## src/rtl/pc_sequencer_if.sv

```systemverilog
// rtl/pc_sequencer_if.sv - instruction memory and decode handshake bundle for pc_sequencer
interface pc_sequencer_if;
    logic        mem_req;
    logic [15:0] mem_addr;
    logic        mem_ack;
    logic [15:0] mem_rdata;
    logic [15:0] instr;
    logic        instr_valid;
    logic        instr_ready;

    modport master (
        output mem_req, mem_addr, instr, instr_valid,
        input  mem_ack, mem_rdata, instr_ready
    );

    modport slave (
        input  mem_req, mem_addr, instr, instr_valid,
        output mem_ack, mem_rdata, instr_ready
    );
endinterface

```

## src/rtl/pc_sequencer.sv

```systemverilog
// rtl/pc_sequencer.sv - instruction-fetch controller driving the PC register, memory fetch and decode issue
module pc_sequencer #(
    parameter logic [15:0] RESET_VECTOR = 16'h0000,
    parameter logic [15:0] IRQ_VECTOR   = 16'h0010
) (
    input  logic          clk,
    input  logic          rst,
    pc_sequencer_if.master bus,
    input  logic [15:0]   pc_plus_one,
    output logic [15:0]   pc_data,
    output logic          pc_write,
    input  logic          branch_valid,
    input  logic [15:0]   branch_target,
    input  logic          irq,
    input  logic          ie_set,
    output logic [15:0]   epc,
    output logic          irq_ack
);

    typedef enum logic [2:0] {
        S_RESET,
        S_FETCH,
        S_ISSUE,
        S_SQUASH,
        S_VECTOR
    } state_t;

    state_t      state, state_nxt;
    logic [15:0] instr_q, instr_nxt;
    logic [15:0] epc_q, epc_nxt;
    logic [15:0] redir_q, redir_nxt;
    logic        ie_q, ie_nxt;

    logic        pc_write_c;
    logic [15:0] pc_data_c;
    logic        mem_req_c;
    logic        instr_valid_c;
    logic        irq_ack_c;

    always_ff @(posedge clk or posedge rst) begin
        if (rst) begin
            state   <= S_RESET;
            instr_q <= 16'h0000;
            epc_q   <= 16'h0000;
            redir_q <= 16'h0000;
            ie_q    <= 1'b0;
        end else begin
            state   <= state_nxt;
            instr_q <= instr_nxt;
            epc_q   <= epc_nxt;
            redir_q <= redir_nxt;
            ie_q    <= ie_nxt;
        end
    end

    always_comb begin
        state_nxt     = state;
        instr_nxt     = instr_q;
        epc_nxt       = epc_q;
        redir_nxt     = redir_q;
        ie_nxt        = ie_q | ie_set;
        pc_write_c    = 1'b0;
        pc_data_c     = 16'h0000;
        mem_req_c     = 1'b0;
        instr_valid_c = 1'b0;
        irq_ack_c     = 1'b0;

        case (state)
            S_RESET: begin
                pc_write_c = 1'b1;
                pc_data_c  = RESET_VECTOR;
                state_nxt  = S_FETCH;
            end

            S_FETCH: begin
                mem_req_c = 1'b1;
                if (bus.mem_ack) begin
                    // A redirect in the ack cycle drops the returned word and refetches at once.
                    if (branch_valid) begin
                        pc_write_c = 1'b1;
                        pc_data_c  = branch_target;
                    end else begin
                        instr_nxt = bus.mem_rdata;
                        state_nxt = S_ISSUE;
                    end
                end else if (branch_valid) begin
                    redir_nxt = branch_target;
                    state_nxt = S_SQUASH;
                end
            end

            S_SQUASH: begin
                // The outstanding request must complete before the PC can move.
                mem_req_c = 1'b1;
                if (bus.mem_ack) begin
                    pc_write_c = 1'b1;
                    pc_data_c  = branch_valid ? branch_target : redir_q;
                    state_nxt  = S_FETCH;
                end else if (branch_valid) begin
                    redir_nxt = branch_target;
                end
            end

            S_ISSUE: begin
                instr_valid_c = 1'b1;
                if (branch_valid) begin
                    pc_write_c = 1'b1;
                    pc_data_c  = branch_target;
                    state_nxt  = S_FETCH;
                end else if (bus.instr_ready) begin
                    pc_write_c = 1'b1;
                    pc_data_c  = pc_plus_one;
                    if (irq && ie_q) begin
                        epc_nxt   = pc_plus_one;
                        state_nxt = S_VECTOR;
                    end else begin
                        state_nxt = S_FETCH;
                    end
                end
            end

            S_VECTOR: begin
                pc_write_c = 1'b1;
                pc_data_c  = IRQ_VECTOR;
                irq_ack_c  = 1'b1;
                ie_nxt     = 1'b0;
                state_nxt  = S_FETCH;
            end

            default: begin
                state_nxt = S_RESET;
            end
        endcase
    end

    // Combinational outputs are masked by rst so they fall without waiting for a clock.
    assign pc_write        = pc_write_c & ~rst;
    assign pc_data         = rst ? 16'h0000 : pc_data_c;
    assign irq_ack         = irq_ack_c & ~rst;
    assign bus.mem_req     = mem_req_c & ~rst;
    assign bus.instr_valid = instr_valid_c & ~rst;
    assign bus.mem_addr    = pc_plus_one - 16'd1;
    assign bus.instr       = instr_q;
    assign epc             = epc_q;

endmodule

```

## src/flat_wrapper.sv

```systemverilog
// flat-port wrapper written by rule: the top's interface ports become plain ports
module pc_sequencer_flat 
#(
    parameter logic [15:0] RESET_VECTOR = 16'h0000,
    parameter logic [15:0] IRQ_VECTOR   = 16'h0010
)
  (clk, rst, pc_plus_one, pc_data, pc_write, branch_valid, branch_target, irq, ie_set, epc, irq_ack, bus_mem_req, bus_mem_addr, bus_instr, bus_instr_valid, bus_mem_ack, bus_mem_rdata, bus_instr_ready);
  pc_sequencer_if bus_i ();
  input  logic clk;
  input  logic rst;
  input  logic [15:0] pc_plus_one;
  output logic [15:0] pc_data;
  output logic pc_write;
  input  logic branch_valid;
  input  logic [15:0] branch_target;
  input  logic irq;
  input  logic ie_set;
  output logic [15:0] epc;
  output logic irq_ack;
  output wire logic [$bits(bus_i.mem_req)-1:0] bus_mem_req;
  output wire logic [$bits(bus_i.mem_addr)-1:0] bus_mem_addr;
  output wire logic [$bits(bus_i.instr)-1:0] bus_instr;
  output wire logic [$bits(bus_i.instr_valid)-1:0] bus_instr_valid;
  input wire logic [$bits(bus_i.mem_ack)-1:0] bus_mem_ack;
  input wire logic [$bits(bus_i.mem_rdata)-1:0] bus_mem_rdata;
  input wire logic [$bits(bus_i.instr_ready)-1:0] bus_instr_ready;
  assign bus_mem_req = bus_i.mem_req;
  assign bus_mem_addr = bus_i.mem_addr;
  assign bus_instr = bus_i.instr;
  assign bus_instr_valid = bus_i.instr_valid;
  assign bus_i.mem_ack = bus_mem_ack;
  assign bus_i.mem_rdata = bus_mem_rdata;
  assign bus_i.instr_ready = bus_instr_ready;
  pc_sequencer #(.RESET_VECTOR(RESET_VECTOR), .IRQ_VECTOR(IRQ_VECTOR)) u_core (.clk(clk), .rst(rst), .bus(bus_i), .pc_plus_one(pc_plus_one), .pc_data(pc_data), .pc_write(pc_write), .branch_valid(branch_valid), .branch_target(branch_target), .irq(irq), .ie_set(ie_set), .epc(epc), .irq_ack(irq_ack));
endmodule
```

## config.mk

```make
export PLATFORM = sky130hd
export DESIGN_NAME = pc_sequencer_flat
export DESIGN_NICKNAME = d
export VERILOG_FILES = /design/src/rtl/pc_sequencer_if.sv /design/src/rtl/pc_sequencer.sv /design/src/flat_wrapper.sv
export SDC_FILE = /design/constraint.sdc
export NUM_CORES = 1
export LEC_CHECK = 0
export CAP_MARGIN = 0
export CORE_ASPECT_RATIO = 0.9
export CORE_UTILIZATION = 24
export CTS_CLUSTER_SIZE = 14
export DETAILED_ROUTE_END_ITERATION = 7
export GPL_ROUTABILITY_DRIVEN = 0
export PLACE_DENSITY = 0.54
export SETUP_SLACK_MARGIN = 0.3
export SLEW_MARGIN = 20
export SYNTH_ARGS = -nofsm -noshare
export SYNTH_HDL_FRONTEND = slang
export SYNTH_SLANG_ARGS = --single-unit
```

## constraint.sdc

```tcl
create_clock -name clk -period 4.3 [get_ports clk]
set_input_delay 0.86 -clock clk [delete_from_list [all_inputs] [get_ports clk]]
set_output_delay 0.86 -clock clk [all_outputs]
set_load 0.01 [all_outputs]
```

# After elaboration in Yosys (flattened, before gate mapping)

Index checks and enable logic that the tools add are counted.

Word-level logic and storage cells: 56
Input bits: 55
Output and inout bits: 68
Register bits after elaboration: 52
Latch bits: 0
Memories: 0
Bits in read-only memories: 0
Bits in writable memories: 0

Mux-type cells: 26
Shift operators: 0
$lt $le $gt $ge: 0
Reductions and logical operators: 8
Bitwise logic cells: 8
Multiply operators: 0
Eq/ne operators: 8
Add/subtract/negate cells: 1
Divide/modulo/power cells: 0

Operators with widths:

| operator                | count |
|---|---|
| $mux W16                | 7 |
| $pmux W16 S4            | 1 |
| $mux W3                 | 7 |
| $sub A16 B1 Y16 const B | 1 |
| $pmux W3 S4             | 1 |
| $mux W1                 | 9 |
| $ne A3 B3 Y1 const B    | 3 |
| $reduce_and A4 Y1       | 2 |
| $eq A3 B2 Y1 const B    | 2 |
| $and A1 B1 Y1           | 4 |
| $pmux W1 S4             | 1 |
| $reduce_or A2 Y1        | 2 |
| $eq A3 B1 Y1 const B    | 1 |
| $eq A3 B3 Y1 const B    | 1 |
| $logic_not A3 Y1        | 1 |
| $not A1 Y1              | 3 |
| $reduce_and A3 Y1       | 1 |
| $ne A2 B2 Y1 const B    | 1 |
| $reduce_and A2 Y1       | 1 |
| $logic_and A1 B1 Y1     | 1 |
| $or A1 B1 Y1            | 1 |

# Depth between registers and ports, before layout

Gate-level depths: netlist (run 1).

Depth after elaboration: 5
Gate-level depth with buffers: 7
Depth with buffers taken out: 5

# Worst setup path after synthesis (run 1)

Ideal clock, no wire load.

Path type: input to output
Start: input port rst
End: output port pc_data[10]
Stages on the path: 4
Path buffers: 1
Arrival: 2.795 ns
Setup slack: 0.645 ns
Required time: 3.440 ns
Path through: inv_1 -> nand2_1 -> clkbuf_1 -> nor2_1

Longest elaborated chain between the ends: 1

RTL lines:

| item            | line                | text |
|---|---|---|
| start, declared | flat_wrapper.sv:10  | `input logic rst;` |
| $mux W16        | pc_sequencer.sv:138 | `assign pc_data = rst ? 16'h0000 : pc_data_c;` |
| end, declared   | flat_wrapper.sv:12  | `output logic [15:0] pc_data;` |

Every way passes these cells.

# Worst setup path after layout (run 1)

Start: input port pc_plus_one[2]
End: output port bus_mem_addr[10]

Longest elaborated chain between the ends: 1

RTL lines:

| item            | line                | text |
|---|---|---|
| start, declared | flat_wrapper.sv:11  | `input logic [15:0] pc_plus_one;` |
| $sub A16 B1 Y16 | pc_sequencer.sv:142 | `assign bus.mem_addr = pc_plus_one - 16'd1;` |
| end, declared   | flat_wrapper.sv:21  | `output wire logic [$bits(bus_i.mem_addr)-1:0] bus_mem_addr;` |

Every way passes these cells.

==> results of run 1 <==
cell type report:
class	count	area, sq um
clock inverters	2	38.8
flip-flops and latches	52	1300
clock buffers	6	139
multi-input cells	180	1500
repair buffers	142	1380
fillers	1118	6960
well taps	156	195
inverters	6	22.5
logic make-up (layout without fill, tap and decap cells):
kind of cell / count (synthesis) / count (layout) / share of synthesized area
XOR/XNOR: 15 / 15 / 0.0458
AND/OR/NAND/NOR: 72 / 72 / 0.138
AO/OA/AOI/OAI: 29 / 29 / 0.0819
adder cells (fa/ha/maj): 1 / 1 / 0.00436
multiplexers: 63 / 63 / 0.246
buffers and inverters: 21 / 156 / 0.0309
flip-flops: 52 / 52 / 0.453
what timing repair did:
| item | 4_1_cts | 5_1_grt |
|---|---|---|
| buffers inserted | 1 | 0 |
| gates resized for setup | 2 | 2 |
| setup endpoints to repair | 1 | 3 |
worst min path at each step:
stage                                          start                          to  slack, ns  cells after the start
after floorplan                u_core.ie_q$_DFF_PP0_       u_core.ie_q$_DFF_PP0_       0.46                      1
after global placement         u_core.ie_q$_DFF_PP0_       u_core.ie_q$_DFF_PP0_       0.47                      1
after detailed placement       u_core.ie_q$_DFF_PP0_       u_core.ie_q$_DFF_PP0_       0.48                      1
after CTS                      u_core.ie_q$_DFF_PP0_       u_core.ie_q$_DFF_PP0_       0.50                      1
after global routing      u_core.epc[14]$_DFFE_PP0P_  u_core.epc[14]$_DFFE_PP0P_       0.52                      1
final                          u_core.ie_q$_DFF_PP0_       u_core.ie_q$_DFF_PP0_       0.49                      1
layer usage:
| layer | GRT usage | share of wire | vias to the layer above |
|---|---|---|---|
| met5 | 0 | 0 | - |
| met4 | 0.0250 | 0.0047 | 0 |
| met3 | 0.0287 | 0.047 | 4 |
| met2 | 0.245 | 0.48 | 78 |
| met1 | 0.202 | 0.47 | 1288 |
| li1 | - | - | 1188 |
sequential cells by signal, summed over array words and instances (netlist names):
signal            count
u_core.bus.instr     16
u_core.epc           16
u_core.redir_q       16
u_core.state          3
u_core.ie_q           1
cell usage after synthesis (2+ instances only):
library cell / instances
mux2_2: 61
dfrtp_1: 52
nor2_1: 28
a222oi_1: 14
nand2_1: 12
buf_2: 8
xnor2_1: 8
nand2b_1: 7
xor2_1: 7
clkbuf_1: 6
inv_1: 6
nor3_1: 5
a21oi_1: 4
o21ai_0: 4
nor2b_1: 3
a221oi_1: 2
mux2i_1: 2
nand3_1: 2
nand3b_1: 2
power by group:
group / switching (mW) / internal, mW
Sequential: 0.123 / 0.702
Clock: 0.184 / 0.292
Combinational: 0.401 / 0.630
through the flow:
step	utilization	setup WS, ns
final	0.396	0.425
after global routing	0.396	0.318
after CTS	0.396	0.346
after detailed placement	0.379	0.0851
after global placement	0.379	0.0359
after floorplan	-	0.645
==> impl_metrics.ini, run 1 <==
[run_status]
status = completed

[logic_synthesis]
synthTopCellsByArea = dfrtp_1, mux2_2, a222oi_1
synth_top_area_share = 0.453
ys_seq_elements = 52
ys_types = 39
synth_edf_count = 0
synth_cells = 253
ys_seq_area_frac = 0.453
ys_dominant_reg_cell = dfrtp_1
yosys_warnings = 0
avgSynthCellArea_sq_um = 11.3
syn-cell-area_sq_mm = 0.00287
async_flop_share = 1.00
synthesis.nets = 309
synth_top_area_cell = dfrtp_1

[power_and_ir_drop]
p_total_mw = 2.33
max-vdd-ir-drop_uv = 228
leakagePower_nw = 1.86
power_density_mw_per_mm2 = 511

[sta]
finalCriticalPeriod_ns = 3.87
hold_violations = 0
setup_viol = 0
max_slew_margin = 0.488
rsz0062_at_grt = false
worst_pin_slew_ns = 0.767
max_freq_mhz = 258
timing.final.crit_share = 0.901
final.setup.tns_ns = 0
finalClockSkew_ns = 0.00545
whs_ns = 0.494
drv_slew = 0

[route]
drtIter0Drc = 139
route.antenna.remaining_nets = 0
via_count = 2558
drc = 0
first_pass_iters = 5
post_drt_wl_per_cell_microns = 16.8
vias_per_cell = 4.70
routed_wl_microns = 9120

[worst_setup_path]
worst-path-buf-inv = 3
end_kind = output pin
critPathArrivalTime_ns = 3.01
crit_top_cell = clkdlybuf4s50_1
r2r_start = u_core.state[0]$_DFFE_PP0P_
cpMaxStageDelayCell = clkdlybuf4s50_1
startpoint = pc_plus_one[2]
max_stage_delay_ns = 0.56
worstPathRequired_ns = 3.44
r2r_end = u_core.redir_q[11]$_DFFE_PP0P_
cp.depth = 7
critPathTopFamily = buffers and inverters
critical_path.startpoint_type = input port
crit_fanout = 3
path_class = in -> out
cp_cell_sequence = clkdlybuf4s50_1, nor4_2, buf_4, nand3b_1, or4_1, xnor2_1, clkdlybuf4s50_1
r2r_setup_slack_ns = 2.06
worstRegToRegCells = 4
endpoint = bus_mem_addr[10]

[global_route]
grt_pass1_vias = 2662
grt_pass1_wl_microns = 14500
grt.total_usage = 0.148
antenna_found_initial = 0
grt_overflow = 0
grt_max_degree = 53

[floorplanning]
die-area_sq_mm = 0.0124
core_sq_mm = 0.0115
die_x_microns = 117
die_h_microns = 106
start_util = 0.249
num_rows = 37
io_pins = 123

[clock_tree]
clk_path_buf_depth = 2
numCtsBuffers = 5
clk_latency_ns = 0.29
cts.sinks = 52
cts-root-buf = clkbuf_16
clk_pin_slew_ns = 0.07
cts_max_level = 2
cts_tree = done
cts_hold_buf = 0

[hold_path]
worstHoldPathType = reg -> reg

[final_layout]
final_cell_mix = clkdlybuf4s50_1, mux2_2, dfrtp_1
final_cells = 544
antennaDiodeCount = 0
area_growth_pct = 59.1
layout_commonest_cell = clkdlybuf4s50_1
nets = 443
drive_above_1_share = 0.245
finish.instance_area_sq_mm = 0.00457

[place]
port_buffers = 122
dp_hpwl_microns = 6580
placed_cells = 535
dpl_cell_area_sq_mm = 0.00437

[run]
max_cap_viol_count = 0
Note: power is estimated with default switching activity, not from simulation.
==> inputs of run 2 (changes only) <==
- CTS_BUF_LIST: unset -> sky130_fd_sc_hd__clkbuf_8 sky130_fd_sc_hd__clkbuf_16
==> results of run 2 <==
No change in the layout: final DEF, timing and power equal those of run 1.
